<file path="src/rtl/gain_stage.sv">
// gain_stage: slews a Q8.8 gain toward the IAGC target and scales both ADC channels (round, saturate).
// Optional macro GAIN_STAGE_SATCOUNT_EN adds o_satCount, a saturating count of clipped output samples.
module gain_stage #(
  parameter int unsigned                  AXIS_DATA_SIZE   = 32,
  parameter int unsigned                  SAMPLE_SIZE      = 14,
  parameter int unsigned                  QUOTIENT_SIZE    = 8,
  parameter int unsigned                  FRACTIONAL_SIZE  = 8,
  parameter int unsigned                  IAGC_STATUS_SIZE = 4,
  parameter logic [IAGC_STATUS_SIZE-1:0]  RUN_STATUS       = IAGC_STATUS_SIZE'(3),
  parameter int unsigned                  RAMP_STEP        = 1,
  parameter int unsigned                  RAMP_DIVIDER     = 1000
) (
  input  logic                                   i_clock,
  input  logic                                   i_nReset,
  input  logic [IAGC_STATUS_SIZE-1:0]            i_iagcStatus,
  input  logic [QUOTIENT_SIZE-1:0]               i_quotient,
  input  logic [FRACTIONAL_SIZE-1:0]             i_fractional,
  input  logic                                   i_gainValid,
  input  logic [AXIS_DATA_SIZE-1:0]              i_data,
  input  logic                                   i_dataValid,
  output logic [AXIS_DATA_SIZE-1:0]              o_data,
  output logic                                   o_dataValid,
  output logic [QUOTIENT_SIZE+FRACTIONAL_SIZE-1:0] o_gain,
  output logic                                   o_gainSettled,
  output logic                                   o_saturated
`ifdef GAIN_STAGE_SATCOUNT_EN
  ,
  output logic [15:0]                            o_satCount
`endif
);

  localparam int unsigned GAIN_W = QUOTIENT_SIZE + FRACTIONAL_SIZE;
  localparam int unsigned HALF_W = AXIS_DATA_SIZE / 2;
  localparam int unsigned PROD_W = SAMPLE_SIZE + GAIN_W + 1;
  localparam int unsigned DIV_W  = (RAMP_DIVIDER > 1) ? $clog2(RAMP_DIVIDER) : 1;

  localparam logic [GAIN_W-1:0]        UNITY     = GAIN_W'(2 ** FRACTIONAL_SIZE);
  localparam logic [GAIN_W-1:0]        STEP      = GAIN_W'(RAMP_STEP);
  localparam logic [DIV_W-1:0]         DIV_LAST  = DIV_W'(RAMP_DIVIDER - 1);
  localparam logic signed [PROD_W-1:0] ROUND_ADD = PROD_W'(2 ** (FRACTIONAL_SIZE - 1));
  localparam logic signed [PROD_W-1:0] SAT_MAX   = PROD_W'(2 ** (SAMPLE_SIZE - 1) - 1);
  localparam logic signed [PROD_W-1:0] SAT_MIN   = ~SAT_MAX;

  typedef enum logic [1:0] {IDLE, HOLD, RAMP_UP, RAMP_DOWN} state_e;

  state_e             state_q, state_d;
  logic [GAIN_W-1:0]  gain_q, gain_d;
  logic [GAIN_W-1:0]  target_q, target_d;
  logic [DIV_W-1:0]   div_q, div_d;
  logic               settled_q;

  logic               run;
  logic               div_wrap;
  logic               gain_below;
  logic [GAIN_W-1:0]  gap;

  assign run        = (i_iagcStatus == RUN_STATUS);
  assign div_wrap   = (div_q == DIV_LAST);
  assign gain_below = (target_q > gain_q);
  assign gap        = gain_below ? (target_q - gain_q) : (gain_q - target_q);

  // Gain FSM: state register
  always_ff @(posedge i_clock or negedge i_nReset) begin
    if (!i_nReset) begin
      state_q   <= IDLE;
      gain_q    <= UNITY;
      target_q  <= UNITY;
      div_q     <= '0;
      settled_q <= 1'b1;
    end else begin
      state_q   <= state_d;
      gain_q    <= gain_d;
      target_q  <= target_d;
      div_q     <= div_d;
      settled_q <= (gain_d == target_d);
    end
  end

  // Gain FSM: next state; ramp states share one slew path that re-evaluates direction every cycle
  always_comb begin
    state_d  = state_q;
    gain_d   = gain_q;
    target_d = target_q;
    div_d    = div_q;
    if (!run) begin
      state_d  = IDLE;
      gain_d   = UNITY;
      target_d = UNITY;
      div_d    = '0;
    end else begin
      case (state_q)
        IDLE: state_d = HOLD;
        HOLD: begin
          if (i_gainValid) target_d = {i_quotient, i_fractional};
          if (target_q != gain_q) begin
            state_d = gain_below ? RAMP_UP : RAMP_DOWN;
            div_d   = '0;
          end
        end
        default: begin
          if (i_gainValid) target_d = {i_quotient, i_fractional};
          div_d = div_wrap ? '0 : div_q + DIV_W'(1);
          if (target_q == gain_q) begin
            state_d = HOLD;
          end else if (div_wrap && (gap <= STEP)) begin
            gain_d  = target_q;
            state_d = HOLD;
          end else begin
            if (div_wrap) gain_d = gain_below ? (gain_q + STEP) : (gain_q - STEP);
            state_d = gain_below ? RAMP_UP : RAMP_DOWN;
          end
        end
      endcase
    end
  end

  assign o_gain        = gain_q;
  assign o_gainSettled = settled_q;

  // Round half up, then clip to the signed sample range; MSB of the result is the clip flag.
  function automatic logic [SAMPLE_SIZE:0] round_sat(input logic signed [PROD_W-1:0] prod);
    logic signed [PROD_W-1:0] rnd;
    rnd = (prod + ROUND_ADD) >>> FRACTIONAL_SIZE;
    if (rnd > SAT_MAX)      round_sat = {1'b1, SAT_MAX[SAMPLE_SIZE-1:0]};
    else if (rnd < SAT_MIN) round_sat = {1'b1, SAT_MIN[SAMPLE_SIZE-1:0]};
    else                    round_sat = {1'b0, rnd[SAMPLE_SIZE-1:0]};
  endfunction

  logic                          s1_valid_q;
  logic signed [SAMPLE_SIZE-1:0] s1_ch1_q, s1_ch2_q;
  logic [GAIN_W-1:0]             s1_gain_q;
  logic                          s2_valid_q;
  logic signed [PROD_W-1:0]      s2_p1_q, s2_p2_q;
  logic signed [PROD_W-1:0]      s2_p1_d, s2_p2_d;
  logic [SAMPLE_SIZE:0]          res1, res2;
  logic [AXIS_DATA_SIZE-1:0]     data_d;
  logic                          sat_d;
  logic                          unused_data_pad;

  assign unused_data_pad = ^{i_data[HALF_W-SAMPLE_SIZE-1:0], i_data[AXIS_DATA_SIZE-SAMPLE_SIZE-1:HALF_W]};

  assign s2_p1_d = PROD_W'(s1_ch1_q) * PROD_W'($signed({1'b0, s1_gain_q}));
  assign s2_p2_d = PROD_W'(s1_ch2_q) * PROD_W'($signed({1'b0, s1_gain_q}));
  assign res1    = round_sat(s2_p1_q);
  assign res2    = round_sat(s2_p2_q);
  assign sat_d   = s2_valid_q & (res1[SAMPLE_SIZE] | res2[SAMPLE_SIZE]);

  always_comb begin
    data_d = '0;
    data_d[AXIS_DATA_SIZE-1 -: SAMPLE_SIZE] = res1[SAMPLE_SIZE-1:0];
    data_d[HALF_W-1 -: SAMPLE_SIZE]         = res2[SAMPLE_SIZE-1:0];
  end

  // Three-stage datapath: capture with gain snapshot, multiply, round/saturate
  always_ff @(posedge i_clock or negedge i_nReset) begin
    if (!i_nReset) begin
      s1_valid_q  <= 1'b0;
      s1_ch1_q    <= '0;
      s1_ch2_q    <= '0;
      s1_gain_q   <= '0;
      s2_valid_q  <= 1'b0;
      s2_p1_q     <= '0;
      s2_p2_q     <= '0;
      o_dataValid <= 1'b0;
      o_data      <= '0;
      o_saturated <= 1'b0;
    end else begin
      s1_valid_q <= i_dataValid;
      if (i_dataValid) begin
        s1_ch1_q  <= i_data[AXIS_DATA_SIZE-1 -: SAMPLE_SIZE];
        s1_ch2_q  <= i_data[HALF_W-1 -: SAMPLE_SIZE];
        s1_gain_q <= gain_q;
      end
      s2_valid_q <= s1_valid_q;
      if (s1_valid_q) begin
        s2_p1_q <= s2_p1_d;
        s2_p2_q <= s2_p2_d;
      end
      o_dataValid <= s2_valid_q;
      o_saturated <= sat_d;
      if (s2_valid_q) o_data <= data_d;
    end
  end

`ifdef GAIN_STAGE_SATCOUNT_EN
  logic [15:0] sat_cnt_q;

  always_ff @(posedge i_clock or negedge i_nReset) begin
    if (!i_nReset)                        sat_cnt_q <= '0;
    else if (state_q == IDLE)             sat_cnt_q <= '0;
    else if (sat_d && (sat_cnt_q != '1))  sat_cnt_q <= sat_cnt_q + 16'd1;
  end

  assign o_satCount = sat_cnt_q;
`endif

endmodule

</file>
<file path="config.mk">
export PLATFORM = sky130hd
export DESIGN_NAME = gain_stage
export DESIGN_NICKNAME = d
export VERILOG_FILES = /design/src/rtl/gain_stage.sv
export SDC_FILE = /design/constraint.sdc
export NUM_CORES = 1
export LEC_CHECK = 0
export BUFFER_PORTS_ARGS = -buffer_cell sky130_fd_sc_hd__buf_2
export CAP_MARGIN = 10
export CORE_ASPECT_RATIO = 0.5
export CORE_UTILIZATION = 70
export CTS_CLUSTER_DIAMETER = 40
export DETAILED_ROUTE_END_ITERATION = 7
export MAX_ROUTING_LAYER = met4
export PLACE_DENSITY = 0.93
export RECOVER_POWER = 100
export SLEW_MARGIN = 15
export SYNTH_ARGS = -nofsm -noshare
export SYNTH_HDL_FRONTEND = slang
export SYNTH_SLANG_ARGS = --single-unit
</file>
<file path="constraint.sdc">
create_clock -name i_clock -period 15.51 [get_ports i_clock]
set_clock_uncertainty 0.2 [all_clocks]
set_input_delay 2.3265 -clock i_clock [delete_from_list [all_inputs] [get_ports i_clock]]
set_output_delay 2.3265 -clock i_clock [all_outputs]
set_load 0.05 [all_outputs]
</file>
==> results.toml <==
[synthesis]
yosys.area_share.adder = 0.395
avgSynthCellArea_um2 = 9.11
synth_top_family_by_area = "adder cells"
yosys.area.top_type = "fa_1"
synth_ff_type = "dfrtp_1"
synth_area_um2 = 25300
synth-compound-area-share = 0.0913
ys_warn_count = 0
synth-seq-area-share = 0.167
async_flop_share = 1.00
synth_xor_xnor_area_share = 0.0377
synth_mux_area_frac = 0.0482
synthTopCellsByArea = "fa_1, dfrtp_1, ha_1"
netlist_instances = 2781
yosysUniqueCellTypes = 81
synth_edf_count = 0
yosys.area.top_type_share = 0.263
ys_ff_latch = 169
synth-simple-area-share = 0.172

[sta]
fin_crit_ns = 8.54
worst_pin_slew_ns = 3.46
whs_ns = 0.280
max_freq_ghz = 0.117
hold_viol_final = 0
drv_slew = 327
rsz0062_at_grt = "no"
setup_tns_ns = 0
setup_viol = 0
fin_crit_sh = 0.551
slew_headroom = -1.31

[power_and_ir_drop]
finalPower_uw = 1590
internal_power_uw = 983
p_comb_frac = 0.306
p_leak_uw = 0.0135
ir_worst_vdd_uv = 82.4
clock_power_share = 0.315
switching_share = 0.382
p_per_area_nw_per_um2 = 59.8
seqPwrFrac = 0.379
switching_power_uw = 608

[routing]
drc = 0
antenna_left = 0
vias = 20947
wl_per_cell_um = 21.1
first_pass_iters = 8
drt_iter0_markers = 2300
wirelength_um = 69400
routed_via_density = 6.38

[cts]
cts_hold_buf = 0
htree_levels = 4
cts-root-buf = "clkbuf_16"
cts_buffers = 17
clk_latency_ns = 0.47
cts_buffer_depth = 2
clkTransAtPathRegs_ns = 0.07
ctsResizeCount = 0
post_cts_buffers = 0
cts_tree = "built"
cts_sinks = 169

[floorplan]
rows = 48
dieArea_um2 = 37000
ios = 107
start_util = 0.723
die_w_um = 271
die_h_um = 137
core_area_um2 = 35100

[worst_setup_path]
critPathKind = "flop to flop"
cp_top_family = "adder cells"
worst_path_largest_cell_delay_ns = 0.99
cp_cell_sequence = "clkbuf_1 -> nand2_1 -> fa_1 -> fa_1 -> inv_1 -> fa_1 -> fa_1 -> fa_1 -> inv_1 -> fa_1 -> inv_1 -> ha_1 -> nor3_1 -> nor3b_1 -> inv_1 -> o311ai_0 -> nand2_1 -> nand4_1 -> a31oi_1 -> a211oi_1 -> inv_1 -> a21oi_1 -> xnor2_1 -> a21oi_1"
crit_required_ns = 15.52
crit_slowest_cell = "clkbuf_1"
crit_path_end_kind = "flop"
crit_arrival_ns = 8.56
start_kind = "flop"
cp.buffers_inverters = 6
crit_path_frequent_cell = "fa_1"
cp_max_fo = 17

[global_routing]
grt.total_usage = 0.403
grt_pass1_vias = 22370
grt_overflow = 0
grt_max_degree = 63
grt_antenna_before_repair = 3
grt_first_pass_wirelength_um = 112000

[layout]
fin_util = 0.759
drive_gt1_frac = 0.0685
num-nets-final = 3448
syn_to_final_growth_pct = 5.07
fill_cells = 2089

[placement]
port_buffers = 98
routabilityCongestion = 0.985
dp_hpwl_um = 50800

[outcome]
outcome = "finished with violations"
violations = "max-capacitance violations, max-slew violations"

[hold_path]
hp-class = "flop to flop"

[flow_run]
maxCapViolCount = 7
## placed cells by master, fill, tap and decap left out, types with 7 or more instances in the layout
master	instances
mux2_2	79
nor2b_1	16
buf_4	18
mux2i_1	26
clkbuf_1	58
nand3_1	43
a21o_1	24
nor2_1	146
nand2_1	262
xor2_1	42
and2_1	230
a211oi_1	17
or3_1	12
o21a_1	36
o211ai_1	28
nor3_1	37
dfrtp_1	165
fa_1	333
and3_1	25
a21oi_1	75
nand4_1	28
o22ai_1	12
a31oi_1	19
o21ai_0	53
xnor2_1	67
inv_1	449
ha_1	268
clkbuf_16	17
buf_2	49
nand2b_1	24
o31ai_1	7
## metrics by stage
stage,setup WS (ns),std cells,instance area [um2]
after floorplan,8.41,2784,25400
after global placement,7.79,3247,26100
after detailed placement,7.61,3247,26100
after CTS,7.61,3279,26800
after global routing,6.84,3283,26600
final,6.97,3283,26600
## layout make-up
class | instances | area (um2) | area share
Timing Repair Buffer | 124 | 594 | 0.0223
Tap cell | 475 | 594 | 0.0223
Inverter | 450 | 1690 | 0.0634
Multi-Input combinational cell | 2029 | 18800 | 0.708
Sequential cell | 169 | 4230 | 0.159
Clock buffer | 18 | 429 | 0.0161
Antenna cell | 4 | 10.0 | 0.000376
Clock inverter | 14 | 233 | 0.00874
## cell families after synthesis
logic type / Yosys count
and+or+nand+nor: 862
AOI/OAI and AO/OA: 342
muxes: 111
DFF: 169
buffers and inverters: 586
xor gates and xnor gates: 109
other: 1
adders and majority gates: 601
## synthesized netlist by cell type (all sizes together) (7+ instances only)
cell type / instances
inv: 449
fa: 333
ha: 268
nand2: 262
and2: 234
dfrtp: 166
nor2: 146
clkbuf: 117
mux2: 85
a21oi: 76
xnor2: 67
o21ai: 56
nand3: 43
xor2: 42
nor3: 37
o21a: 36
nand4: 28
o211ai: 28
mux2i: 26
and3: 25
a21o: 24
nand2b: 24
a31oi: 19
buf: 19
a211oi: 18
nor2b: 16
o22ai: 12
or3: 12
nor4: 7
o31ai: 7
## path summary, 6_finish.rpt
path / start / endpoint / slack, ns / cells past startpoint
hold reg to reg: o_data[21] / o_data[21] / 0.28 / 1
setup reg to reg: s1_gain_q[1] / s2_p2_q[30] / 6.97 / 24
hold / removal: o_data[21] / o_data[21] / 0.28 / 1
max in group asynchronous: i_nReset / s1_valid_q / 7.86 / 2
min in group asynchronous: i_nReset / target_q[0] / 2.57 / 1
setup / recovery: s1_gain_q[1] / s2_p2_q[30] / 6.97 / 24
## power by group through the flow
| stage | Combinational (uW) | Sequential, uW | Clock [uW] |
|---|---|---|---|
| after global placement | 445 | 590 | 0 |
| after global routing | 526 | 606 | 519 |
| after CTS | 485 | 593 | 505 |
| after detailed placement | 470 | 599 | 0 |
| after floorplan | 320 | 601 | 0 |
| final | 487 | 603 | 502 |
## sequential cells by signal, summed over array words and instances, names as in the netlist, 2 cells and up
| signal | cells |
|---|---|
| s2_p2_q | 24 |
| o_gain | 16 |
| s1_ch2_q | 14 |
| state_q | 2 |
| s1_gain_q | 16 |
| target_q | 16 |
| s1_ch1_q | 14 |
| s2_p1_q | 24 |
| div_q | 10 |
| o_data | 28 |
## layer usage
layer / global-route usage / wire length [um] / vias up
met4: 0.236 / 4100 / 0
li1: - / - / 8979
met2: 0.654 / 32700 / 1429
met3: 0.0889 / 7680 / 417
met1: 0.467 / 24900 / 10122
met5: - / 0 / -
Power figures use the tool's default switching activity.
